--- config.mk ---
export PLATFORM = sky130hd
export DESIGN_NAME = pc_redirect_unit
export DESIGN_NICKNAME = d
export VERILOG_FILES = /design/src/rtl/pcru_pkg.sv /design/src/rtl/pcru_shadow_stage.sv /design/src/rtl/pc_redirect_unit.sv
export SDC_FILE = /design/constraint.sdc
export NUM_CORES = 1
export LEC_CHECK = 0
export BUFFER_PORTS_ARGS = -buffer_cell sky130_fd_sc_hd__clkbuf_2
export CAP_MARGIN = 10
export CORE_MARGIN = 2
export CORE_UTILIZATION = 42
export DETAILED_ROUTE_END_ITERATION = 12
export PLACE_DENSITY = 0.94
export SLEW_MARGIN = 0
export SYNTH_ARGS = -nofsm -noshare
export SYNTH_HDL_FRONTEND = slang
export SYNTH_SLANG_ARGS = --single-unit
export TNS_END_PERCENT = 100
--- constraint.sdc ---
create_clock -name CLK -period 3.3 [get_ports CLK]
set_input_delay 0 -clock CLK [delete_from_list [all_inputs] [get_ports CLK]]
set_output_delay 0 -clock CLK [all_outputs]
set_load 0.005 [all_outputs]
--- src/rtl/pcru_pkg.sv ---
// Shared types for the PC redirect unit: EXE correction encodings and next-PC select codes.
package pcru_pkg;

  localparam logic [1:0] CORR_NONE = 2'b00;
  localparam logic [1:0] CORR_CNI  = 2'b10;
  localparam logic [1:0] CORR_PBT  = 2'b11;

  typedef enum logic [2:0] {
    SEL_SEQ,
    SEL_IFPBT,
    SEL_HOLD,
    SEL_CNI,
    SEL_EXEPBT
  } next_pc_sel_e;

endpackage

--- src/rtl/pcru_shadow_stage.sv ---
// One {valid, pred} slot of the IF->ID->EXE shadow pipeline; flush clears it even under stall.
module pcru_shadow_stage (
  input  logic CLK,
  input  logic rst,
  input  logic stall,
  input  logic flush,
  input  logic d_valid,
  input  logic d_pred,
  output logic q_valid,
  output logic q_pred
);

  logic valid_reg;
  logic pred_reg;

  always_ff @(posedge CLK or posedge rst) begin
    if (rst) begin
      valid_reg <= 1'b0;
      pred_reg  <= 1'b0;
    end else if (flush) begin
      valid_reg <= 1'b0;
      pred_reg  <= 1'b0;
    end else if (!stall) begin
      valid_reg <= d_valid;
      pred_reg  <= d_pred;
    end
  end

  assign q_valid = valid_reg;
  assign q_pred  = pred_reg;

endmodule

--- src/rtl/pc_redirect_unit.sv ---
// IF-stage next-PC generator with EXE mispredict redirect and flush.
// Optional saturating perf counters are built only when PCRU_PERF_CNT_EN is defined.
module pc_redirect_unit
  import pcru_pkg::*;
#(
  parameter int PC_W    = 10,
  parameter int PC_INC  = 1,
  parameter int BOOT_PC = 0,
  parameter int CNT_W   = 16
) (
  input  logic             CLK,
  input  logic             rst,
  input  logic             stall,
  input  logic             if_prediction,
  input  logic [PC_W-1:0]  if_PBT,
  input  logic [1:0]       exe_correction,
  input  logic [PC_W-1:0]  exe_PBT,
  input  logic [PC_W-1:0]  exe_CNI,
  output logic [PC_W-1:0]  if_pc,
  output logic [PC_W-1:0]  next_pc,
  output logic             id_valid,
  output logic             exe_valid,
  output logic             id_pred_taken,
  output logic             exe_pred_taken,
  output logic             flush,
  output logic [CNT_W-1:0] perf_branches,
  output logic [CNT_W-1:0] perf_mispredicts
);

  localparam logic [PC_W-1:0] BOOT_PC_C = PC_W'(BOOT_PC);
  localparam logic [PC_W-1:0] PC_INC_C  = PC_W'(PC_INC);

  logic            redirect;
  logic [PC_W-1:0] if_pc_reg;
  next_pc_sel_e    sel;

  // A correction only counts when a live instruction sits in EXE.
  assign redirect = exe_valid & exe_correction[1];
  assign flush    = redirect;

  always_comb begin
    sel = SEL_SEQ;
    if (redirect && (exe_correction == CORR_PBT))
      sel = SEL_EXEPBT;
    else if (redirect && (exe_correction == CORR_CNI))
      sel = SEL_CNI;
    else if (stall)
      sel = SEL_HOLD;
    else if (if_prediction)
      sel = SEL_IFPBT;
  end

  always_comb begin
    next_pc = if_pc_reg + PC_INC_C;
    case (sel)
      SEL_EXEPBT: next_pc = exe_PBT;
      SEL_CNI:    next_pc = exe_CNI;
      SEL_HOLD:   next_pc = if_pc_reg;
      SEL_IFPBT:  next_pc = if_PBT;
      default:    next_pc = if_pc_reg + PC_INC_C;
    endcase
  end

  always_ff @(posedge CLK or posedge rst) begin
    if (rst)
      if_pc_reg <= BOOT_PC_C;
    else
      if_pc_reg <= next_pc;
  end

  assign if_pc = if_pc_reg;

  pcru_shadow_stage u_id_stage (
    .CLK     (CLK),
    .rst     (rst),
    .stall   (stall),
    .flush   (redirect),
    .d_valid (1'b1),
    .d_pred  (if_prediction),
    .q_valid (id_valid),
    .q_pred  (id_pred_taken)
  );

  pcru_shadow_stage u_exe_stage (
    .CLK     (CLK),
    .rst     (rst),
    .stall   (stall),
    .flush   (redirect),
    .d_valid (id_valid),
    .d_pred  (id_pred_taken),
    .q_valid (exe_valid),
    .q_pred  (exe_pred_taken)
  );

`ifdef PCRU_PERF_CNT_EN
  logic [CNT_W-1:0] branches_reg;
  logic [CNT_W-1:0] mispredicts_reg;
  logic             branch_resolved;

  assign branch_resolved = exe_valid & ((|exe_correction) | exe_pred_taken);

  // Both counters stick at all-ones rather than wrapping.
  always_ff @(posedge CLK or posedge rst) begin
    if (rst) begin
      branches_reg    <= '0;
      mispredicts_reg <= '0;
    end else begin
      if (branch_resolved && (branches_reg != '1))
        branches_reg <= branches_reg + 1'b1;
      if (redirect && (mispredicts_reg != '1))
        mispredicts_reg <= mispredicts_reg + 1'b1;
    end
  end

  assign perf_branches    = branches_reg;
  assign perf_mispredicts = mispredicts_reg;
`else
  assign perf_branches    = '0;
  assign perf_mispredicts = '0;
`endif

endmodule

==> reports/qor.yml <==
fin_crit_sh_pct: 57.9
gp_congestion: 0.865
dp_slack_ns: 1.69
wl_mm: 2.90
yosys.area_share.simple_pct: 15.3
grt_pass1_vias: 1033
io_pins: 93
ant_nets: 0
p_sw_share_pct: 44.1
setup_slack_ns: 1.39
layout_min_cycle_time_ns: 1.91
cts-root-buf: "clkbuf_4"
worst_pin_slew_ns: 0.582
synth_xor_area_share_pct: 5.94
fin_util_pct: 51.5
synth_top_family_by_area: "buffers and inverters"
critPathMaxFanout: 15
numCtsBuffers: 3
antenna_cells: 0
stdcell_area_sq_mm: 0.00140
hold_viol: 0
slew_violations: 0
muxShareOfSynthArea_pct: 5.20
drt_iter0_drc: 18
io_buffers: 60
p_leak_nw: 0.727
dpl.hpwl_mm: 2.33
power.density_mw_per_mm2: 654
rsz0062_at_grt: "false"
cts_tree: "yes"
maxCapViolCount: 0
vias_per_cell: 4.92
postSynthAreaPerCell_sq_um: 8.86
finalSetupViolations: 0
status: "complete, no violations"
die_h_microns: 57.0
required_ns: 3.30
cp.arrival_ns: 1.91
syn_area_sq_mm: 0.00118
nNetsFinal: 230
ys_warn_count: 0
max_freq_mhz: 524
drt_first_pass_iters: 4
cts.sinks: 14
largest_reg_flops: 10
power.internal_w: 0.000510
num_vias: 1093
relSlewSlack_pct: 61.2
end_kind: "output port"
clock_skew_ns: 0.00249
async_flop_share_pct: 100
clock_power_share_pct: 11.2
start_util_pct: 43.5
combPwrFrac_pct: 49.6
synthFlopType: "dfrtp_1"
nFillCells: 284
grt_first_pass_wirelength_mm: 4.62
seq_area_frac_synth_pct: 29.7
num_rows: 19
synthAdderAreaFrac_pct: 1.06
grt_use_total_pct: 18.0
clockBufferDepth: 2
seq_power_share_pct: 39.2
start_kind: "flip-flop"
antenna_found_initial: 0
die_area_sq_mm: 0.00325
synth-compound-area-share_pct: 18.6
tns_ns: 0
syn_inst: 133
vdd_ir_drop_max_uv: 362
ys_types: 34
p_total_w: 0.000913
critical_path_class: "flip-flop to output port"
core_sq_mm: 0.00271
post_dp_cell_area_sq_mm: 0.00136
ys_ff_latch: 14
clk_pin_slew_ns: 0.09
die_w_microns: 57.0
multi_input_area_sq_um: 663
grt_overflow_total: 0
area_growth_pct: 18.5
seq_area_sq_um: 350
clkLatencyLatePin_ns: 0.29
htree_levels: 1
layout-drive-gt1-share_pct: 36.6
grt_start_max_net_pins: 18
synth_edf_count: 0
drc_errors: 0
p_switching_w: 0.000403
hp-class: "primary input to flip-flop"
wl_per_cell_microns: 13.1
per-stage QoR:
step	std cells	hold slack, ns
finish	222	0.0417
global route	222	0.0637
CTS	222	0.0336
detailed placement	218	0.0725
global placement	218	0.0537
floorplan	164	-0.111
power groups by stage:
| stage | combinational [W] | clock [W] | sequential, W |
|---|---|---|---|
| 3_5_place_dp | 0.000456 | 0 | 0.000358 |
| 3_3_place_gp | 0.000446 | 0 | 0.000353 |
| 5_1_grt | 0.000509 | 0.000115 | 0.000371 |
| 4_1_cts | 0.000459 | 0.000107 | 0.000355 |
| 2_1_floorplan | 0.000287 | 0 | 0.000344 |
| 6_report | 0.000453 | 0.000103 | 0.000358 |
placed cells by master (no fill, tap or decap), types with 2 or more instances in the layout:
| master | n |
|---|---|
| xnor2_1 | 4 |
| mux2i_1 | 5 |
| conb_1 | 32 |
| dfrtp_1 | 14 |
| nand2_1 | 7 |
| inv_1 | 2 |
| clkbuf_2 | 60 |
| a211oi_1 | 7 |
| nand3_1 | 4 |
| o22ai_1 | 7 |
| a221oi_1 | 6 |
| a21oi_1 | 4 |
| xor2_1 | 4 |
| o21ai_1 | 2 |
| nor2b_1 | 8 |
| clkbuf_4 | 3 |
| nor2_1 | 6 |
per-layer routing:
layer,up-vias,GRT usage (%),part of all wire [%]
li1,525,-,-
met1,505,21.9,40
met2,56,30.0,49
met3,7,4.76,9.0
met4,0,7.97,2.1
met5,-,0,0
path summary, 6_finish.rpt:
check	startpoint	to	slack, ns	cells past startpoint
worst min-delay path	if_PBT[2]	if_pc[2]$_DFF_PP0_	0.04	3
worst min register to register	u_exe_stage.q_pred$_DFFE_PP0P_	u_exe_stage.q_pred$_DFFE_PP0P_	0.54	2
max in group asynchronous	rst	if_pc[6]$_DFF_PP0_	2.62	3
min in group asynchronous	rst	u_exe_stage.q_valid$_DFFE_PP0P_	0.30	3
worst max register to register	u_exe_stage.q_valid$_DFFE_PP0P_	if_pc[2]$_DFF_PP0_	1.68	5
worst max-delay path	u_exe_stage.q_valid$_DFFE_PP0P_	next_pc[2]	1.39	6
area by class of cell:
class	count	area share, %
clock buffer	3	1.61
timing repair buffer	61	22.2
multi-input combinational	110	47.5
inverter	3	0.806
tap	31	2.78
sequential	14	25.1
repair_timing:
item / in CTS / in global routing
hold buffers: 1 / 0
hold endpoints to repair: 14 / 0
setup buffers: 0 / 0
gates resized for setup: 0 / 0
endpoints found under the setup margin: 0 / 0
worst max-delay path: stages (launching register included):
cell and delay (ns):
dfrtp_1 0.43, nand2_4 0.17, inv_2 0.14, or3_1 0.47, o22ai_2 0.21, a21oi_1 0.07
clkbuf_2 0.12
cell usage after synthesis (2+ instances only):
master    number  area [sq um]
a211oi_1       7          52.6
a21oi_1        4          20.0
a221oi_1       6          52.6
buf_2          3          15.0
buf_4         32           240
dfrtp_1       14           350
inv_1          2          7.51
mux2i_1        5          50.1
nand2_1        7          26.3
nand3_1        4          20.0
nor2_1         6          22.5
nor2b_1        8          50.1
o21ai_1        2          10.0
o22ai_1        7          43.8
xnor2_1        4          35.0
xor2_1         4          35.0
kinds of logic (layout without fill, tap and decap cells):
logic type,Yosys count,in the layout
DFF,14,14
AOI/OAI and AO/OA,31,31
muxes,6,6
buffers and inverters,40,67
adders and majority gates,1,1
other,1,32
xor gates and xnor gates,8,8
and+or+nand+nor,32,32
(Power assumes the default switching activity.)
